### src/rtl/rat_io_responder.sv
// Port-mapped I/O responder for the RAT CPU: LEDs, switches, synchronized buttons,
// an interval timer and a level interrupt retired by write-1-to-clear acknowledge.
module rat_io_responder #(
  parameter int TIMER_WIDTH = 24,
  parameter int BTN_WIDTH   = 4
) (
  input  logic                 clk,
  input  logic                 rst,
  input  logic [7:0]           port_id,
  input  logic [7:0]           out_port,
  input  logic                 io_strb,
  output logic [7:0]           in_port,
  output logic                 interrupt,
  input  logic [7:0]           switches,
  input  logic [BTN_WIDTH-1:0] buttons,
  output logic [7:0]           leds
);

  localparam logic [7:0] PORT_LEDS = 8'h40;
  localparam logic [7:0] PORT_BCLR = 8'h41;
  localparam logic [7:0] PORT_RB0  = 8'h42;
  localparam logic [7:0] PORT_RB1  = 8'h43;
  localparam logic [7:0] PORT_RB2  = 8'h44;
  localparam logic [7:0] PORT_CTRL = 8'h45;
  localparam logic [7:0] PORT_ACK  = 8'h46;

  localparam logic [TIMER_WIDTH-1:0] TMR_ZERO = {TIMER_WIDTH{1'b0}};
  localparam logic [TIMER_WIDTH-1:0] TMR_ONE  = {{(TIMER_WIDTH-1){1'b0}}, 1'b1};

  logic [7:0]             leds_r;
  logic [TIMER_WIDTH-1:0] staged_r, reload_r, cnt_r, cnt_nxt_s;
  logic                   tmr_en_r, btn_ie_r, tmr_pend_r, btn_pend_r, irq_r;
  logic [BTN_WIDTH-1:0]   sync1_r, sync2_r, sync3_r, btn_latch_r;
  logic [BTN_WIDTH-1:0]   btn_edge_s, btn_latch_nxt_s;
  logic                   wr_leds_s, wr_clr_s, wr_b0_s, wr_b1_s, wr_b2_s, wr_ctrl_s, wr_ack_s;
  logic                   expire_s, tmr_pend_nxt_s, btn_pend_nxt_s;
  logic [7:0]             rd_s;

  // Decode the OUT strobe into one write enable per register
  always_comb begin
    wr_leds_s = 1'b0;
    wr_clr_s  = 1'b0;
    wr_b0_s   = 1'b0;
    wr_b1_s   = 1'b0;
    wr_b2_s   = 1'b0;
    wr_ctrl_s = 1'b0;
    wr_ack_s  = 1'b0;
    if (io_strb) begin
      case (port_id)
        PORT_LEDS: wr_leds_s = 1'b1;
        PORT_BCLR: wr_clr_s  = 1'b1;
        PORT_RB0:  wr_b0_s   = 1'b1;
        PORT_RB1:  wr_b1_s   = 1'b1;
        PORT_RB2:  wr_b2_s   = 1'b1;
        PORT_CTRL: wr_ctrl_s = 1'b1;
        PORT_ACK:  wr_ack_s  = 1'b1;
        default:   wr_leds_s = 1'b0;
      endcase
    end else begin
      wr_leds_s = 1'b0;
    end
  end

  // Timer, button latch and pending next-state; set always beats clear
  always_comb begin
    expire_s   = tmr_en_r && (reload_r != TMR_ZERO) && (cnt_r == TMR_ZERO);
    btn_edge_s = sync2_r & ~sync3_r;

    if (wr_ctrl_s) begin
      cnt_nxt_s = staged_r;
    end else if (expire_s) begin
      cnt_nxt_s = reload_r;
    end else if (tmr_en_r) begin
      cnt_nxt_s = cnt_r - TMR_ONE;
    end else begin
      cnt_nxt_s = cnt_r;
    end

    if (wr_clr_s) begin
      btn_latch_nxt_s = (btn_latch_r & ~out_port[BTN_WIDTH-1:0]) | btn_edge_s;
    end else begin
      btn_latch_nxt_s = btn_latch_r | btn_edge_s;
    end

    if (expire_s) begin
      tmr_pend_nxt_s = 1'b1;
    end else if (wr_ack_s && out_port[0]) begin
      tmr_pend_nxt_s = 1'b0;
    end else begin
      tmr_pend_nxt_s = tmr_pend_r;
    end

    // Using the next latch value lets a fresh edge reach the interrupt one edge sooner
    if (btn_ie_r && (|btn_latch_nxt_s)) begin
      btn_pend_nxt_s = 1'b1;
    end else if (wr_ack_s && out_port[1]) begin
      btn_pend_nxt_s = 1'b0;
    end else begin
      btn_pend_nxt_s = btn_pend_r;
    end
  end

  // Zero-latency read mux: the CPU samples in_port in the same cycle as port_id
  always_comb begin
    rd_s = 8'h00;
    case (port_id)
      PORT_LEDS: rd_s = switches;
      PORT_BCLR: rd_s[BTN_WIDTH-1:0] = btn_latch_r;
      PORT_CTRL: rd_s = {6'b000000, btn_ie_r, tmr_en_r};
      PORT_ACK:  rd_s = {6'b000000, btn_pend_r, tmr_pend_r};
      default:   rd_s = 8'h00;
    endcase
  end

  // All state registers, cleared asynchronously
  always_ff @(posedge clk or posedge rst) begin
    if (rst) begin
      leds_r      <= 8'h00;
      staged_r    <= TMR_ZERO;
      reload_r    <= TMR_ZERO;
      cnt_r       <= TMR_ZERO;
      tmr_en_r    <= 1'b0;
      btn_ie_r    <= 1'b0;
      tmr_pend_r  <= 1'b0;
      btn_pend_r  <= 1'b0;
      irq_r       <= 1'b0;
      sync1_r     <= {BTN_WIDTH{1'b0}};
      sync2_r     <= {BTN_WIDTH{1'b0}};
      sync3_r     <= {BTN_WIDTH{1'b0}};
      btn_latch_r <= {BTN_WIDTH{1'b0}};
    end else begin
      if (wr_leds_s) leds_r <= out_port;
      if (wr_b0_s)   staged_r[7:0]   <= out_port;
      if (wr_b1_s)   staged_r[15:8]  <= out_port;
      if (wr_b2_s)   staged_r[23:16] <= out_port;
      if (wr_ctrl_s) begin
        reload_r <= staged_r;
        tmr_en_r <= out_port[0];
        btn_ie_r <= out_port[1];
      end
      cnt_r       <= cnt_nxt_s;
      tmr_pend_r  <= tmr_pend_nxt_s;
      btn_pend_r  <= btn_pend_nxt_s;
      irq_r       <= tmr_pend_r | btn_pend_r;
      sync1_r     <= buttons;
      sync2_r     <= sync1_r;
      sync3_r     <= sync2_r;
      btn_latch_r <= btn_latch_nxt_s;
    end
  end

  assign leds      = leds_r;
  assign interrupt = irq_r;
  assign in_port   = rd_s;

endmodule

### config.mk
export PLATFORM = sky130hd
export DESIGN_NAME = rat_io_responder
export DESIGN_NICKNAME = d
export VERILOG_FILES = /design/src/rtl/rat_io_responder.sv
export SDC_FILE = /design/constraint.sdc
export NUM_CORES = 1
export LEC_CHECK = 0
export ABC_AREA = 1
export CORE_MARGIN = 2
export CORE_UTILIZATION = 58
export DETAILED_ROUTE_END_ITERATION = 16
export GPL_ROUTABILITY_DRIVEN = 1
export PLACE_DENSITY_LB_ADDON = 0.08
export RECOVER_POWER = 25
export SYNTH_ARGS = -nofsm -noshare
export SYNTH_HDL_FRONTEND = slang
export SYNTH_SLANG_ARGS = --single-unit
### constraint.sdc
create_clock -name clk -period 5.3 [get_ports clk]
set_input_delay 1.59 -clock clk [delete_from_list [all_inputs] [get_ports clk]]
set_output_delay 1.59 -clock clk [all_outputs]
set_load 0.05 [all_outputs]
==> report_table.html, run 1 <==
<table>
<tr><th>Metric</th><th>Value</th></tr>
<tr><th colspan="2">Finish</th></tr>
<tr><td>Layout net count</td><td>729</td></tr>
<tr><td>Synth-to-layout area growth</td><td>14.1%</td></tr>
<tr><td>Commonest cells after routing, fill and taps aside</td><td>sky130_fd_sc_hd__nand2_1, sky130_fd_sc_hd__dfrtp_1, sky130_fd_sc_hd__nor2_1</td></tr>
<tr><td>Share of layout cells above drive strength 1</td><td>10.4%</td></tr>
<tr><td>Leading cell type in the layout, fill and taps excluded</td><td>sky130_fd_sc_hd__nand2_1</td></tr>
<tr><td>FILL cells</td><td>722</td></tr>
<tr><td>Antenna fix cells</td><td>0</td></tr>
<tr><th colspan="2">Logic synthesis</th></tr>
<tr><td>Largest cells by area after synthesis</td><td>sky130_fd_sc_hd__dfrtp_1, sky130_fd_sc_hd__nand2_1, sky130_fd_sc_hd__nor2_1</td></tr>
<tr><td>Flops &amp; latches, synth</td><td>101</td></tr>
<tr><td>Mapped Cells</td><td>651</td></tr>
<tr><td>Average footprint of a synthesized cell</td><td>7.89 um^2</td></tr>
<tr><td>Sequential element share of the synthesized area</td><td>49.2%</td></tr>
<tr><td>Post-synth cell types</td><td>34</td></tr>
<tr><td>Proportion of netlist area held by the largest area contributor</td><td>49.2%</td></tr>
<tr><td>Yosys top cell by area</td><td>sky130_fd_sc_hd__dfrtp_1</td></tr>
<tr><td>Syn nets</td><td>684</td></tr>
<tr><td>Cell area after synthesis</td><td>5140 um^2</td></tr>
<tr><td>Synth warn</td><td>0</td></tr>
<tr><th colspan="2">Routing</th></tr>
<tr><td>DRC violation count after routing</td><td>0</td></tr>
<tr><td>Total length of routed wires</td><td>11400 um</td></tr>
<tr><td>Final routed wire length divided by cell count</td><td>14.1 um</td></tr>
<tr><td>Number of design-rule violations left by the first detailed-router iteration</td><td>261</td></tr>
<tr><td>Via count normalized by instance count</td><td>5.26</td></tr>
<tr><td>Via count</td><td>4254</td></tr>
<tr><td>DRT antenna net count</td><td>0</td></tr>
<tr><td>First drt pass iteration count</td><td>4</td></tr>
<tr><th colspan="2">Global route</th></tr>
<tr><td>Wire length of the first global-routing pass</td><td>19300 um</td></tr>
<tr><td>Antenna violations before repair</td><td>0</td></tr>
<tr><td>Maximum number of pins on one net before global-route repair</td><td>61</td></tr>
<tr><td>Total global-route track usage</td><td>25.0%</td></tr>
<tr><td>Number of global-route vias before repair</td><td>4011</td></tr>
<tr><td>Gr ovfl total</td><td>0</td></tr>
<tr><th colspan="2">Pwr</th></tr>
<tr><td>Total chip power</td><td>0.00198 W</td></tr>
<tr><td>Static Leak</td><td>2.90 nW</td></tr>
<tr><td>Power density relative to cell area</td><td>338 nW/um^2</td></tr>
<tr><td>Cell internal power dissipation</td><td>0.00126 W</td></tr>
<tr><td>Fraction of power spent switching nets</td><td>36.4%</td></tr>
<tr><td>Power share of the sequential group</td><td>49.6%</td></tr>
<tr><td>Combinational fraction of design power</td><td>26.1%</td></tr>
<tr><td>Worst vdd rail ir drop</td><td>0.000146 V</td></tr>
<tr><td>Net load switching power</td><td>0.000721 W</td></tr>
<tr><td>Clk pwr share</td><td>24.3%</td></tr>
<tr><th colspan="2">Timing</th></tr>
<tr><td>Worst-Margin Slew</td><td>1.62 ns</td></tr>
<tr><td>Final worst-path cycle share</td><td>90.3%</td></tr>
<tr><td>Final critical-path required period</td><td>4.79 ns</td></tr>
<tr><td>Total negative slack for setup checks</td><td>0 ns</td></tr>
<tr><td>Max-slew violation total from the final report</td><td>31</td></tr>
<tr><td>Worst slew margin relative to its limit</td><td>-8.15%</td></tr>
<tr><td>RSZ-0062 raised after global routing</td><td>false</td></tr>
<tr><td>Setup violators final</td><td>0</td></tr>
<tr><td>Largest clock skew in the final design</td><td>0.0117 ns</td></tr>
<tr><td>Final hold vios</td><td>0</td></tr>
<tr><td>Highest attainable clock frequency</td><td>209 MHz</td></tr>
<tr><th colspan="2">Floorplan</th></tr>
<tr><td>Area of the core</td><td>8640 um^2</td></tr>
<tr><td>Cell row count</td><td>34</td></tr>
<tr><td>Die height</td><td>98.1 um</td></tr>
<tr><td>Effective utilization at floorplan</td><td>59.5%</td></tr>
<tr><td>I/O pin count</td><td>48</td></tr>
<tr><td>Width of the chip</td><td>98.1 um</td></tr>
<tr><td>Die footprint</td><td>9620 um^2</td></tr>
<tr><th colspan="2">Clocking</th></tr>
<tr><td>Clock Pin Slew Worst Setup and Hold Paths</td><td>0.11 ns</td></tr>
<tr><td>Root Buffer</td><td>sky130_fd_sc_hd__clkbuf_8</td></tr>
<tr><td># clock sinks</td><td>101</td></tr>
<tr><td>Cts hold-fix bufs</td><td>0</td></tr>
<tr><td>Clock tree from TritonCTS</td><td>yes</td></tr>
<tr><td>Number of setup buffers added after CTS</td><td>0</td></tr>
<tr><td>Skew-Pair Late Insertion Delay</td><td>0.38 ns</td></tr>
<tr><td>PostCTS Resize Cnt</td><td>0</td></tr>
<tr><td>Depth of the CTS H-tree</td><td>3</td></tr>
<tr><td>Maximum buffer depth of the clock tree</td><td>2</td></tr>
<tr><td>Number of clock buffers inserted by TritonCTS</td><td>9</td></tr>
<tr><th colspan="2">Min path</th></tr>
<tr><td>Type of the most critical hold path</td><td>flop to flop</td></tr>
<tr><th colspan="2">Critical path</th></tr>
<tr><td>R2R Setup Slk</td><td>3.10 ns</td></tr>
<tr><td>Critical path required time</td><td>3.71 ns</td></tr>
<tr><td>Signal arrival time at the worst endpoint</td><td>3.20 ns</td></tr>
<tr><td>Sequence of cells on the critical path</td><td>clkdlybuf4s50_1, nand2_1, nor2_4, inv_2, nor2_2, nand2_2, inv_2, nand2_1, o2111ai_1, buf_12</td></tr>
<tr><td>CP startpoint kind</td><td>input port</td></tr>
<tr><td>Type of destination of the critical path</td><td>output pin</td></tr>
<tr><td>Maximum cell stage delay along the critical path</td><td>0.45 ns</td></tr>
<tr><td>Highest-delay cell along the critical path</td><td>sky130_fd_sc_hd__clkdlybuf4s50_1</td></tr>
<tr><td>Crit Path Category</td><td>input port to output pin</td></tr>
<tr><td>Critical path peak fanout</td><td>5</td></tr>
<tr><th colspan="2">Flow run</th></tr>
<tr><td>Number of maximum-capacitance constraint violations</td><td>1</td></tr>
<tr><th colspan="2">Status</th></tr>
<tr><td>Status</td><td>finished, violations left</td></tr>
<tr><td>Violations in the final reports</td><td>capacitance limit, slew limit</td></tr>
<tr><th colspan="2">Placed design</th></tr>
<tr><td>DPL Wire Length</td><td>8250 um</td></tr>
<tr><td>Final GP Congestion</td><td>0.856</td></tr>
<tr><td>Buffers on Ports</td><td>47</td></tr>
</table>
cells in the mapped netlist:
| cell type | instances |
|---|---|
| sky130_fd_sc_hd__o211ai_1 | 3 |
| sky130_fd_sc_hd__dfrtp_1 | 101 |
| sky130_fd_sc_hd__xor2_1 | 8 |
| sky130_fd_sc_hd__nand3_2 | 2 |
| sky130_fd_sc_hd__nand2_4 | 3 |
| sky130_fd_sc_hd__o21ai_2 | 6 |
| sky130_fd_sc_hd__o21ai_0 | 17 |
| sky130_fd_sc_hd__inv_2 | 6 |
| sky130_fd_sc_hd__a21oi_2 | 1 |
| sky130_fd_sc_hd__xnor2_1 | 4 |
| sky130_fd_sc_hd__o2111ai_1 | 1 |
| sky130_fd_sc_hd__or2_2 | 1 |
| sky130_fd_sc_hd__nor3_2 | 1 |
| sky130_fd_sc_hd__inv_1 | 59 |
| sky130_fd_sc_hd__nor3_1 | 1 |
| sky130_fd_sc_hd__o21ai_1 | 27 |
| sky130_fd_sc_hd__ha_1 | 2 |
| sky130_fd_sc_hd__nand3_4 | 1 |
| sky130_fd_sc_hd__nand2_1 | 217 |
| sky130_fd_sc_hd__nand2_2 | 6 |
| sky130_fd_sc_hd__nor2_1 | 100 |
| sky130_fd_sc_hd__o21bai_1 | 6 |
| sky130_fd_sc_hd__nor2_2 | 6 |
| sky130_fd_sc_hd__nor2_8 | 1 |
| sky130_fd_sc_hd__nand3b_1 | 1 |
| sky130_fd_sc_hd__o21bai_2 | 4 |
| sky130_fd_sc_hd__nor2_4 | 5 |
| sky130_fd_sc_hd__buf_6 | 6 |
| sky130_fd_sc_hd__o211ai_2 | 4 |
| sky130_fd_sc_hd__a22o_1 | 2 |
| sky130_fd_sc_hd__buf_2 | 8 |
| sky130_fd_sc_hd__nand4_1 | 6 |
| sky130_fd_sc_hd__buf_4 | 1 |
| sky130_fd_sc_hd__nand3_1 | 34 |
critical path, delay by kind of cell:
kind	cells	cell delay [ns]
buffers and inverters	4	0.84
AND/OR/NAND/NOR	5	0.60
AO/OA/AOI/OAI	1	0.14
per-layer routing:
metal  routed length [um]  vias to the layer above  GRT usage (%)  part of all wire, %
met4                  244                        0           8.97                  2.1
met5                    0                        -              0                    0
met3                  523                       21           4.65                  4.6
li1                     -                     2128              -                    -
met1                 5160                     2003           34.1                   45
met2                 5470                      102           40.5                   48
path summary, 6_finish.rpt:
| kind | start | endpoint | cells after the start |
|---|---|---|---|
| hold reg to reg | sync1_r[3] | sync2_r[3] | 0 |
| setup / recovery | port_id[6] | in_port[0] | 10 |
| setup reg to reg | cnt_r[0] | cnt_r[13] | 13 |
| max in group asynchronous | rst | reload_r[10] | 3 |
| min in group asynchronous | rst | cnt_r[9] | 2 |
| hold / removal | sync1_r[3] | sync2_r[3] | 0 |
flip-flops by register name, indices dropped and copies added (netlist names):
signal	count
reload_r	24
staged_r	24
tmr_en_r	1
sync1_r	4
interrupt	1
sync2_r	4
btn_latch_r	4
cnt_r	24
leds	8
sync3_r	4
btn_ie_r	1
tmr_pend_r	1
btn_pend_r	1
kinds of logic after synthesis:
logic type,after synthesis,synth area share (%)
and+or+nand+nor,385,32.1
DFF,101,49.2
buffers and inverters,80,6.99
AOI/OAI and AO/OA,71,9.16
xor gates and xnor gates,12,2.05
adders and majority gates,2,0.487
power groups by stage:
stage                     registers [W]  clock network (W)  logic, W
after floorplan                0.000978                  0  0.000398
after global placement         0.000991                  0  0.000502
after detailed placement       0.000996                  0  0.000515
after CTS                      0.000981           0.000490  0.000519
after global routing            0.00100           0.000515  0.000594
final                          0.000983           0.000482  0.000517
through the flow:
step	utilization, %	cells	worst slack, ns	instance area (um^2)	hold WS [ns]
after floorplan	-	651	0.883	5140	0.331
after global placement	65.7	793	0.592	5670	0.333
after detailed placement	65.7	793	0.517	5670	0.340
after CTS	67.9	809	0.513	5870	0.365
after global routing	67.9	809	0.372	5860	0.371
final	67.9	809	0.513	5860	0.361
final cells by class:
type / instances / area, um^2 / area share [%]
well taps: 108 / 135 / 2.31
repair buffers: 49 / 512 / 8.73
flip-flops and latches: 101 / 2530 / 43.1
clock buffers: 9 / 124 / 2.11
clock inverters: 7 / 67.6 / 1.15
inverters: 65 / 245 / 4.18
multi-input cells: 470 / 2250 / 38.4
Note: power is estimated with default switching activity, not from simulation.
==> run 2, diff against run 1 <==
--- a/config.mk
+++ b/config.mk
@@ -6,11 +6,13 @@
 export NUM_CORES = 1
 export LEC_CHECK = 0
 export ABC_AREA = 1
+export CORE_ASPECT_RATIO = 1.25
 export CORE_MARGIN = 2
 export CORE_UTILIZATION = 58
+export CTS_CLUSTER_DIAMETER = 60
 export DETAILED_ROUTE_END_ITERATION = 16
 export GPL_ROUTABILITY_DRIVEN = 1
-export PLACE_DENSITY_LB_ADDON = 0.08
+export PLACE_DENSITY = 0.9
 export RECOVER_POWER = 25
 export SYNTH_ARGS = -nofsm -noshare
 export SYNTH_HDL_FRONTEND = slang
==> run 2 against run 1 <==
Net effect:
- the flow still finishes with violations (capacitance limit, slew limit)
- setup slack better by 0.013 ns
- clock skew grew 0.0016 ns
- power up 1.4%
- non-clock buffer count unchanged
- clock power is 2% higher
- register-to-register slack improved by 0.03 ns
- global-route usage is 2.3 points higher
- wire length up 6.3%
- combinational power is 4.3% higher
- critical endpoint unchanged
- largest cell class unchanged
==> report_table.html, run 2 (synthesized netlist as in run 1, its figures left out) <==
<table>
<tr><th>Metric</th><th>Value</th></tr>
<tr><th colspan="2">Status</th></tr>
<tr><td>Status</td><td>finished, violations left</td></tr>
<tr><td>Violations in the final reports</td><td>capacitance limit, slew limit</td></tr>
<tr><th colspan="2">Finish</th></tr>
<tr><td>Commonest cells after routing, fill and taps aside</td><td>sky130_fd_sc_hd__nand2_1, sky130_fd_sc_hd__dfrtp_1, sky130_fd_sc_hd__nor2_1</td></tr>
<tr><td>Antenna fix cells</td><td>0</td></tr>
<tr><td>Synth-to-layout area growth</td><td>14.5%</td></tr>
<tr><td>Leading cell type in the layout, fill and taps excluded</td><td>sky130_fd_sc_hd__nand2_1</td></tr>
<tr><td>Layout net count</td><td>729</td></tr>
<tr><td>Share of layout cells above drive strength 1</td><td>10.4%</td></tr>
<tr><td>Top Registers</td><td>cnt_r (24), reload_r (24), staged_r (24)</td></tr>
<tr><th colspan="2">Pwr</th></tr>
<tr><td>Power density relative to cell area</td><td>342 nW/um^2</td></tr>
<tr><td>Static Leak</td><td>2.91 nW</td></tr>
<tr><td>Worst vdd rail ir drop</td><td>0.000213 V</td></tr>
<tr><th colspan="2">Floorplan</th></tr>
<tr><td>Width of the chip</td><td>88.2 um</td></tr>
<tr><td>Effective utilization at floorplan</td><td>59.4%</td></tr>
<tr><td>Die footprint</td><td>9630 um^2</td></tr>
<tr><td>Cell row count</td><td>38</td></tr>
<tr><td>I/O pin count</td><td>48</td></tr>
<tr><td>Area of the core</td><td>8650 um^2</td></tr>
<tr><td>Die height</td><td>109 um</td></tr>
<tr><th colspan="2">Critical path</th></tr>
<tr><td>R2R Setup Slk</td><td>3.13 ns</td></tr>
<tr><td>Signal arrival time at the worst endpoint</td><td>3.18 ns</td></tr>
<tr><td>Highest-delay cell along the critical path</td><td>sky130_fd_sc_hd__clkdlybuf4s50_1</td></tr>
<tr><td>Kind of cell adding the most delay to the critical path</td><td>buffers and inverters</td></tr>
<tr><td>Count of buffer and inverter cells on the critical path</td><td>4</td></tr>
<tr><td>R2R Path Start</td><td>cnt_r[0]</td></tr>
<tr><td>CP startpoint kind</td><td>input port</td></tr>
<tr><td>Critical path required time</td><td>3.71 ns</td></tr>
<tr><td>Critical path peak fanout</td><td>5</td></tr>
<tr><td>Type of destination of the critical path</td><td>output pin</td></tr>
<tr><td>Maximum cell stage delay along the critical path</td><td>0.45 ns</td></tr>
<tr><td>Crit Path Category</td><td>input port to output pin</td></tr>
<tr><td>Reg2reg end</td><td>cnt_r[11]</td></tr>
<tr><td>Sequence of cells on the critical path</td><td>clkdlybuf4s50_1, nand2_1, nor2_4, inv_2, nor2_2, nand2_2, inv_2, nand2_1, o2111ai_1, buf_12</td></tr>
<tr><td>Number of cells on the worst reg-to-reg path</td><td>13</td></tr>
<tr><th colspan="2">Global route</th></tr>
<tr><td>Gr ovfl total</td><td>0</td></tr>
<tr><td>Total global-route track usage</td><td>27.3%</td></tr>
<tr><td>Antenna violations before repair</td><td>0</td></tr>
<tr><td>Number of global-route vias before repair</td><td>4310</td></tr>
<tr><td>Wire length of the first global-routing pass</td><td>20100 um</td></tr>
<tr><td>Maximum number of pins on one net before global-route repair</td><td>63</td></tr>
<tr><th colspan="2">Clocking</th></tr>
<tr><td>PostCTS Resize Cnt</td><td>0</td></tr>
<tr><td>Clock tree from TritonCTS</td><td>yes</td></tr>
<tr><td>Root Buffer</td><td>sky130_fd_sc_hd__clkbuf_8</td></tr>
<tr><td>Cts hold-fix bufs</td><td>0</td></tr>
<tr><td>Number of clock buffers inserted by TritonCTS</td><td>9</td></tr>
<tr><td>Skew-Pair Late Insertion Delay</td><td>0.38 ns</td></tr>
<tr><td>Clock Pin Slew Worst Setup and Hold Paths</td><td>0.09 ns</td></tr>
<tr><td># clock sinks</td><td>101</td></tr>
<tr><td>Maximum buffer depth of the clock tree</td><td>2</td></tr>
<tr><td>Depth of the CTS H-tree</td><td>3</td></tr>
<tr><td>Number of setup buffers added after CTS</td><td>0</td></tr>
<tr><th colspan="2">Placed design</th></tr>
<tr><td>Buffers on Ports</td><td>47</td></tr>
<tr><td>Final GP Congestion</td><td>0.911</td></tr>
<tr><td>Worst slack, placed</td><td>0.527 ns</td></tr>
<tr><td>DPL Wire Length</td><td>8900 um</td></tr>
<tr><th colspan="2">Timing</th></tr>
<tr><td>Final critical-path setup slack</td><td>0.526 ns</td></tr>
<tr><td>Final critical-path required period</td><td>4.77 ns</td></tr>
<tr><td>Largest clock skew in the final design</td><td>0.0132 ns</td></tr>
<tr><td>Final worst-path cycle share</td><td>90.1%</td></tr>
<tr><td>Highest attainable clock frequency</td><td>209 MHz</td></tr>
<tr><td>Worst slew margin relative to its limit</td><td>-80.2%</td></tr>
<tr><td>RSZ-0062 raised after global routing</td><td>false</td></tr>
<tr><td>Max-slew violation total from the final report</td><td>63</td></tr>
<tr><td>Final hold vios</td><td>0</td></tr>
<tr><td>Total negative slack for setup checks</td><td>0 ns</td></tr>
<tr><td>Worst-Margin Slew</td><td>2.69 ns</td></tr>
<tr><td>Setup violators final</td><td>0</td></tr>
<tr><th colspan="2">Min path</th></tr>
<tr><td>Worst Hold Depth</td><td>0</td></tr>
<tr><td>Start point of the worst min-delay path</td><td>sync1_r[0]</td></tr>
<tr><td>Destination of the worst hold path</td><td>sync2_r[0]</td></tr>
<tr><td>Type of the most critical hold path</td><td>flop to flop</td></tr>
<tr><th colspan="2">Routing</th></tr>
<tr><td>Total length of routed wires</td><td>12100 um</td></tr>
<tr><td>Via count normalized by instance count</td><td>5.43</td></tr>
<tr><td>Number of design-rule violations left by the first detailed-router iteration</td><td>382</td></tr>
<tr><td>DRT antenna net count</td><td>0</td></tr>
<tr><td>DRC violation count after routing</td><td>0</td></tr>
<tr><td>First drt pass iteration count</td><td>7</td></tr>
<tr><td>Via count</td><td>4449</td></tr>
<tr><td>Final routed wire length divided by cell count</td><td>14.8 um</td></tr>
<tr><th colspan="2">Flow run</th></tr>
<tr><td>Number of maximum-capacitance constraint violations</td><td>1</td></tr>
</table>
run 2: per-layer routing:
metal / part of all wire [%] / track usage [%]
met1: 39 / 32.9
met2: 52 / 46.9
met5: 0 / 0
met4: 3.6 / 13.1
met3: 5.7 / 4.77
run 2: worst max-delay path by stage:
| stage | cells after the start | to | start | slack [ns] |
|---|---|---|---|---|
| 3_5_place_dp | 11 | in_port[0] | port_id[7] | 0.53 |
| 3_3_place_gp | 10 | in_port[0] | port_id[6] | 0.57 |
| 4_1_cts | 11 | in_port[0] | port_id[7] | 0.52 |
| 5_1_grt | 11 | in_port[0] | port_id[7] | 0.40 |
| 2_1_floorplan | 5 | in_port[0] | port_id[7] | 0.88 |
| 6_report | 10 | in_port[0] | port_id[6] | 0.53 |
run 2: where the power goes:
| group | switching (W) | internal, W | leakage, nW |
|---|---|---|---|
| Clock | 0.000271 | 0.000220 | 0.0923 |
| Sequential | 0.000110 | 0.000871 | 1.29 |
| Combinational | 0.000332 | 0.000207 | 1.52 |
run 2: through the flow:
stage / utilization, % / hold slack [ns] / std cells / power [W] / cell area (um^2)
floorplan: - / 0.331 / 651 / 0.00138 / 5140
global placement: 65.7 / 0.333 / 805 / 0.00149 / 5690
detailed placement: 65.7 / 0.337 / 805 / 0.00152 / 5690
CTS: 68.0 / 0.360 / 820 / 0.00201 / 5880
global route: 68.0 / 0.365 / 820 / 0.00213 / 5880
finish: 68.0 / 0.358 / 820 / 0.00201 / 5880
run 2: area by class of cell:
cell class | instances | area [um^2]
fill | 669 | 2770
sequential | 101 | 2530
tap | 120 | 150
clock buffer | 9 | 124
timing repair buffer | 49 | 515
clock inverter | 6 | 71.3
multi-input combinational | 470 | 2250
inverter | 65 | 245
